==> src/rtl/uart_pkt_ctrl.sv <==
// uart_pkt_ctrl: framed UART command sequencer (echo / ALU fold) in front of the ALU.
// Define PKT_TIMEOUT_EN to add an inter-byte idle timeout of TIMEOUT_CYCLES.
module uart_pkt_ctrl #(
  parameter int unsigned TIMEOUT_CYCLES = 120000
) (
  input  logic        clk_i,
  input  logic        rst_ni,
  input  logic [7:0]  rx_data_i,
  input  logic        rx_valid_i,
  output logic        rx_ready_o,
  output logic [7:0]  tx_data_o,
  output logic        tx_valid_o,
  input  logic        tx_ready_i,
  output logic [1:0]  alu_op_o,
  output logic [31:0] alu_a_o,
  output logic [31:0] alu_b_o,
  output logic        alu_start_o,
  input  logic        alu_done_i,
  input  logic [31:0] alu_result_i,
  output logic        busy_o,
  output logic        err_o
);

  typedef enum logic [3:0] {
    IDLE, RSVD, LEN_LO, LEN_HI, ECHO,
    LOAD_A, LOAD_B, WAIT, SEND, DRAIN
  } state_e;

  localparam logic [7:0] OP_ECHO = 8'hEC;
  localparam logic [7:0] OP_ADD  = 8'hA0;
  localparam logic [7:0] OP_MUL  = 8'hA1;
  localparam logic [7:0] OP_DIV  = 8'hA2;

  state_e      state_q, state_d;
  logic [7:0]  opc_q, len_lo_q;
  logic [15:0] rem_q;
  logic [31:0] acc_q, opb_q;
  logic [1:0]  cnt_q;
  logic        err_q, err_d, start_q;
  logic        rx_hs, tx_hs, last, tmo;
  logic        is_echo, is_arith;
  logic [15:0] len, len_m4;

  assign is_echo  = opc_q == OP_ECHO;
  assign is_arith = opc_q inside {OP_ADD, OP_MUL, OP_DIV};
  assign len      = {rx_data_i, len_lo_q};
  assign len_m4   = len - 16'd4;
  assign last     = rem_q == 16'd1;
  assign rx_hs    = rx_valid_i & rx_ready_o;
  assign tx_hs    = tx_valid_o & tx_ready_i;

  assign alu_a_o     = acc_q;
  assign alu_b_o     = opb_q;
  assign alu_op_o    = opc_q[1:0];
  assign alu_start_o = start_q;
  assign busy_o      = state_q != IDLE;
  assign err_o       = err_q;

  // IDLE ready is held low while reset is asserted
  always_comb begin
    rx_ready_o = 1'b0;
    tx_valid_o = 1'b0;
    tx_data_o  = 8'h00;
    unique case (state_q)
      IDLE: rx_ready_o = rst_ni;
      RSVD, LEN_LO, LEN_HI,
      LOAD_A, LOAD_B, DRAIN: rx_ready_o = 1'b1;
      ECHO: begin
        rx_ready_o = tx_ready_i;
        tx_valid_o = rx_valid_i;
        tx_data_o  = rx_data_i;
      end
      SEND: begin
        tx_valid_o = 1'b1;
        tx_data_o  = acc_q[{cnt_q, 3'b000} +: 8];
      end
      default: ;
    endcase
  end

  always_comb begin
    state_d = state_q;
    err_d   = 1'b0;
    unique case (state_q)
      IDLE:   if (rx_hs) state_d = RSVD;
      RSVD:   if (rx_hs) state_d = LEN_LO;
      LEN_LO: if (rx_hs) state_d = LEN_HI;
      LEN_HI: if (rx_hs) begin
        if (len < 16'd4) begin
          err_d   = 1'b1;
          state_d = IDLE;
        end else if (is_echo) begin
          state_d = (len_m4 == 16'd0) ? IDLE : ECHO;
        end else if (is_arith && len_m4 != 16'd0
                     && len_m4[1:0] == 2'd0) begin
          state_d = LOAD_A;
        end else begin
          err_d   = 1'b1;
          state_d = (len_m4 == 16'd0) ? IDLE : DRAIN;
        end
      end
      ECHO, DRAIN: if (rx_hs && last) state_d = IDLE;
      LOAD_A: if (rx_hs && cnt_q == 2'd3)
        state_d = last ? SEND : LOAD_B;
      LOAD_B: if (rx_hs && cnt_q == 2'd3) state_d = WAIT;
      WAIT: if (alu_done_i)
        state_d = (rem_q == 16'd0) ? SEND : LOAD_B;
      SEND: if (tx_hs && cnt_q == 2'd3) state_d = IDLE;
      default: state_d = IDLE;
    endcase
    if (tmo) begin
      state_d = IDLE;
      err_d   = 1'b1;
    end
  end

  always_ff @(posedge clk_i or negedge rst_ni) begin
    if (!rst_ni) begin
      state_q  <= IDLE;
      opc_q    <= 8'h00;
      len_lo_q <= 8'h00;
      rem_q    <= 16'd0;
      acc_q    <= 32'd0;
      opb_q    <= 32'd0;
      cnt_q    <= 2'd0;
      err_q    <= 1'b0;
      start_q  <= 1'b0;
    end else begin
      state_q <= state_d;
      err_q   <= err_d;
      start_q <= (state_q == LOAD_B) && rx_hs && (cnt_q == 2'd3);
      unique case (state_q)
        IDLE: begin
          cnt_q <= 2'd0;
          if (rx_hs) opc_q <= rx_data_i;
        end
        LEN_LO: if (rx_hs) len_lo_q <= rx_data_i;
        LEN_HI: if (rx_hs) rem_q <= len_m4;
        ECHO, DRAIN: if (rx_hs) rem_q <= rem_q - 16'd1;
        LOAD_A: if (rx_hs) begin
          acc_q[{cnt_q, 3'b000} +: 8] <= rx_data_i;
          rem_q <= rem_q - 16'd1;
          cnt_q <= cnt_q + 2'd1;
        end
        LOAD_B: if (rx_hs) begin
          opb_q[{cnt_q, 3'b000} +: 8] <= rx_data_i;
          rem_q <= rem_q - 16'd1;
          cnt_q <= cnt_q + 2'd1;
        end
        WAIT: if (alu_done_i) acc_q <= alu_result_i;
        SEND: if (tx_hs) cnt_q <= cnt_q + 2'd1;
        default: ;
      endcase
    end
  end

`ifdef PKT_TIMEOUT_EN
  localparam int unsigned TW = $clog2(TIMEOUT_CYCLES + 1);
  logic [TW-1:0] tmo_q;
  logic          tmo_st;

  assign tmo_st = state_q inside {RSVD, LEN_LO, LEN_HI,
                                  LOAD_A, LOAD_B, ECHO, DRAIN};
  assign tmo = tmo_st && !rx_hs
               && (tmo_q == TW'(TIMEOUT_CYCLES - 1));

  always_ff @(posedge clk_i or negedge rst_ni) begin
    if (!rst_ni)
      tmo_q <= '0;
    else if (!tmo_st || rx_hs || state_d != state_q)
      tmo_q <= '0;
    else
      tmo_q <= tmo_q + TW'(1);
  end
`else
  // no timeout; a stalled packet waits forever
  assign tmo = 1'b0 && (TIMEOUT_CYCLES != 0);
`endif

endmodule

==> config.mk <==
export PLATFORM = sky130hd
export DESIGN_NAME = uart_pkt_ctrl
export DESIGN_NICKNAME = d
export VERILOG_FILES = /design/src/rtl/uart_pkt_ctrl.sv
export SDC_FILE = /design/constraint.sdc
export NUM_CORES = 1
export LEC_CHECK = 0
export CAP_MARGIN = 15
export CORE_ASPECT_RATIO = 1.4
export CORE_UTILIZATION = 41
export DETAILED_ROUTE_END_ITERATION = 7
export GPL_TIMING_DRIVEN = 0
export PLACE_DENSITY = 0.69
export SKIP_CTS_REPAIR_TIMING = 1
export SLEW_MARGIN = 10
export SYNTH_ARGS = -nofsm -noshare
export SYNTH_HDL_FRONTEND = slang
export SYNTH_SLANG_ARGS = --single-unit
==> constraint.sdc <==
create_clock -name clk_i -period 2.1 [get_ports clk_i]
set_input_delay 0.42 -clock clk_i [delete_from_list [all_inputs] [get_ports clk_i]]
set_output_delay 0.42 -clock clk_i [all_outputs]
set_load 0.03 [all_outputs]
Yosys cells after proc, flatten, opt, wreduce, memory -nomap -nowiden
Index checks and enable logic that the tools add are counted.
{ "totals": {"reg_bits": 104, "elab_cells": 111, "input_bits": 45} }
{ "op_classes": {"reduce_logical": 28, "n_mux": 36, "n_eq_ne": 28, "shift": 3, "n_bitwise": 2, "n_lt_le_gt_ge": 1, "addsub": 4} }
{ "op_table": {"columns": ["operator", "n"], "rows": [
  ["bitwise mux 32 bit", 2],
  ["two-way mux 32 bit", 2],
  ["one-hot mux 32 bit (2 select lines)", 1],
  ["two-way mux 4 bit", 15],
  ["one-hot mux 4 bit (9 select lines)", 1],
  ["equality test 8 bit, second input constant", 4],
  ["zero test 16 bit", 2],
  ["two-way mux 16 bit", 2],
  ["one-hot mux 16 bit (2 select lines)", 1],
  ["variable shift 8 x 7 -> 32 bit, first input constant", 1],
  ["variable part select 32 x 6 -> 8 bit", 1],
  ["variable part select 8 x 7 -> 32 bit", 1],
  ["inequality test 2 bit, second input constant", 11],
  ["equality test 16 x 1 -> 1 bit, second input constant", 1],
  ["equality test 4 x 3 -> 1 bit, second input constant", 4],
  ["< comparator 16 x 3 -> 1 bit, second input constant", 1],
  ["one-hot mux 8 bit (2 select lines)", 1],
  ["nonzero test 16 bit", 1],
  ["subtractor 16 x 1 -> 16 bit, second input constant", 1],
  ["subtractor 16 x 3 -> 16 bit, second input constant", 1],
  ["AND reduction 3 bit", 3],
  ["AND reduction 9 bit", 1],
  ["equality test 4 x 2 -> 1 bit, second input constant", 2],
  ["equality test 4 bit, second input constant", 2],
  ["other kinds (22)", 40]
]} }

Logic depth before layout (Yosys ltp)
{ "logic_depth": {"ltp_word": 9, "mapped_depth": 10, "ltp_nobuf": 8} }

Worst setup path after synthesis
OpenSTA, ideal clock, no wires.
{ "synth_path": {"path_kind": "flip-flop to output port", "start": "register cnt_q[0]", "end": "output tx_data_o[1]", "t_arrival_ns": 1.897, "setup_slack_ns": -0.217, "path_stages_with_launch": 5, "path_cell_list": "dfrtp_1 clkbuf_1 clkbuf_1 mux4_2 a22o_1"} }
{ "synth_between": {"elab_chain_cells": 2} }
{ "synth_rtl": {"columns": ["element", "line", "source"], "rows": [
  ["start, declared", "38", "logic [1:0] cnt_q;"],
  ["start signal, assigned", "143", "cnt_q <= cnt_q + 2'd1;"],
  ["start signal, assigned", "148", "cnt_q <= cnt_q + 2'd1;"],
  ["start signal, assigned", "151", "SEND: if (tx_hs) cnt_q <= cnt_q + 2'd1;"],
  ["variable part select 32 x 6 -> 8 bit", "75", "tx_data_o = acc_q[{cnt_q, 3'b000} +: 8];"],
  ["one-hot mux 8 bit (2 select lines)", "64", "unique case (state_q)"],
  ["end, declared", "11", "output logic [7:0] tx_data_o,"]
]} }
No other way between the ends.

Worst setup path in the final report
{ "layout_path": {"start": "register state_q[1]", "end": "output tx_data_o[3]"} }
{ "layout_between": {"elab_chain_cells": 2, "elab_cells_between_ends": 3, "cone_classes": "eq/ne (2); mux (1)"} }
{ "layout_rtl": {"columns": ["element", "line", "source"], "rows": [
  ["start, declared", "34", "state_e state_q, state_d;"],
  ["start signal, assigned", "129", "state_q <= state_d;"],
  ["equality test 4 bit or equality test 4 x 3 -> 1 bit (tied branches)", "64", null],
  ["one-hot mux 8 bit (2 select lines) (*)", "64", null]
]} }
Every way passes the cells marked *; elsewhere a longest branch is shown, timed or not.

==> impl_metrics.toml <==
[run_status]
outcome = "finished with violations"
violations = "negative hold slack, negative setup slack"

[clocking]
htreeDepth = 3
clock-sinks = 104
path_clk_slew_ps = 80
cts_buffer_depth = 2
clk_latency_ps = 360
cts-buffers-inserted = 9
cts_tree = "yes"
cts_root_buf = "clkbuf_16"

[logic_synthesis]
synth_flop_cell = "dfrtp_1"
syn_area_mm2 = 0.00605
synth-seq-cells = 104
synth_edf_count = 0
async_flop_share_pct = 100
syn_inst = 644
syn_nets = 698
ys_warn_count = 0
synth_cell_types = 62
synth_area_per_cell_um2 = 9.39
ys_seq_area_share_pct = 43.0

[cells_and_area]
n_fill_cell = 1235
drive_gt1_share_pct = 25.5
fin_nets = 862
seqCellArea_mm2 = 0.00261
final_cells = 1004
syn_to_final_growth_pct = 41.2
multi_input_area_mm2 = 0.00349

[critical_path]
crit_top_cell = "buf_6"
crit_buf_inv = 3
cp_slowest_cell = "dfrtp_1"
r2r_cells = 6
cp.arrival_ps = 1980
path_depth = 6
path_max_fanout = 5
cp.required_ps = 1680
crit_chain = "buf_6 -> or2_4 -> nor3_4 -> buf_6 -> a22o_1 -> buf_6"
cp_slowest_stage_delay_ps = 380
critPathLaunchType = "flip-flop"
crit_type = "reg -> out"
crit_path_end_kind = "primary output"
crit_family = "simple AND/OR/NAND/NOR gates"

[die]
die_h_um = 146
rows = 52
die_area_mm2 = 0.0152
io_pins = 124
core_area_mm2 = 0.0144
die_w_um = 105
start_util_pct = 41.9

[sta]
whs_ps = -26.4
finalSetupViolCount = 12
tns_ps = -2460
slew_headroom_pct = 41.1
finClkSkew_ps = 9.47
worst_pin_slew_ps = 883
final_max_slew_viol_count = 0
fmax_mhz = 417
period_minus_slack_ps = 2400
hold_viol_final = 23
fin_crit_sh_pct = 114
setup_slack_ps = -297
rsz0062_at_grt = "yes"

[placed_design]
placed_cells = 952
gp_congestion = 0.904
hpwl_mm = 14.6
dp_slack_ps = -917
io_buffers = 118

[pwr]
finalPower_uw = 12400
peakVddDrop_v = 0.000706
powerDensity_mw_per_mm2 = 1460
p_leak_uw = 0.00351

[global_routing]
grt_pass1_wl_mm = 29.9
grt_pass1_vias = 5553
antenna_found_initial = 2
grt_max_degree = 60
track_usage_pct = 25.3
globalRouteOverflowTotal = 0

[min_path]
hold_path.class = "in -> async"

[route]
drt-total-wl_mm = 19.9
firstDrtPassIters = 5
highest_layer = "met4"
ant_nets = 0
drc_errors = 0
met2_length_mm = 10.7
met3_length_mm = 1.03
wl_per_cell_um = 19.8
viasPerCell = 5.84
drt_iter0_drc = 392
vias = 5863
wl_met1_mm = 7.32

[flow_run]
drv_cap = 0
## layout by cell type, fill, tap and decap left out, drive strengths merged, types with 3 or more instances in the layout
cell,count
o21ai,60
or4,4
buf,63
and3,4
nor4,10
a22o,36
a21o,8
inv,12
xor2,8
a22oi,11
clkbuf,39
nor2b,4
o2bb2ai,6
o211ai,4
nand3,7
a21oi,31
nand2,111
clkinvlp,3
nand2b,3
xnor2,5
nor2,44
nand3b,3
nor3,22
o22ai,6
nor3b,4
a31oi,5
ha,9
nand4,4
mux2,39
clkdlybuf4s50,104
mux4,8
dfrtp,104
## cell families (layout without fill, tap and decap cells)
kind of cell	after synthesis	after routing	share of synthesized area, %
simple gates	233	233	18.7
compound gates	181	181	20.2
flops	104	104	43.0
buf+inv	56	225	3.91
mux	48	48	10.4
xor+xnor	13	13	1.88
fa+ha+maj	9	9	1.86
other cells	0	2	0
## layer usage
metal | up-vias | global-route usage, %
li1 | 2671 | -
met1 | 2869 | 28.5
met2 | 262 | 44.6
met3 | 61 | 4.25
met4 | 0 | 14.9
met5 | - | 0
## final timing paths
kind	from	slack (ps)	to
min reg2reg	alu_b_o[7]$_DFFE_PN0P_	480	alu_b_o[7]$_DFFE_PN0P_
min	rst_ni	-30	alu_b_o[25]$_DFFE_PN0P_
min in group clk_i	alu_b_o[7]$_DFFE_PN0P_	480	alu_b_o[7]$_DFFE_PN0P_
max in group asynchronous	rst_ni	1470	rem_q[9]$_DFFE_PN0P_
max reg2reg	rem_q[11]$_DFFE_PN0P_	-10	state_q[0]$_DFFE_PN0P_
max	state_q[1]$_DFFE_PN0P_	-300	tx_data_o[3]
## flip-flops by register name, summed over array words and instances, names as in the netlist
signal,count
cnt_q,2
len_lo_q,8
rem_q,16
alu_start_o,1
state_q,4
alu_b_o,32
alu_a_o,32
err_o,1
opc_q,8
## cells in the mapped netlist, drive strengths merged (3+ instances only)
cell	count	area, um^2
a21o	8	60.1
a21oi	31	181
a22o	36	315
a22oi	11	82.6
a31oi	5	31.3
and3	4	26.3
buf	12	71.3
clkbuf	33	124
dfrtp	104	2600
ha	9	113
inv	11	41.3
mux2	39	439
mux4	8	180
nand2	111	417
nand2b	3	18.8
nand3	7	35.0
nand3b	3	22.5
nand4	4	25.0
nor2	44	168
nor2b	4	25.0
nor3	22	125
nor3b	4	35.0
nor4	10	108
o211ai	4	30.0
o21ai	60	300
o22ai	6	43.8
o2bb2ai	6	52.6
or4	4	30.0
xnor2	5	43.8
xor2	8	70.1
## report_power, final
group	switching (uW)	internal (uW)	leakage (uW)
clock network	812	977	0.000149
registers	792	2690	0.00134
logic	3930	3240	0.00201
## stage by stage
step                area (um^2)  hold slack [ps]  util (%)
global route               8540             5.21      59.1
global placement           7490              461      51.9
detailed placement         7520              370      52.1
floorplan                  6070              124         -
finish                     8540            -26.4      59.1
CTS                        7840            -3.35      54.3
## area by class of cell
type	instances	share of cell area [%]
clock inverters	6	0.893
multi-input cells	484	40.9
diodes	2	0.0586
repair buffers	156	18.3
flip-flops and latches	104	30.6
inverters	11	0.557
clock buffers	10	2.80
plain buffers	42	3.18
well taps	189	2.77
(Power assumes the default switching activity.)
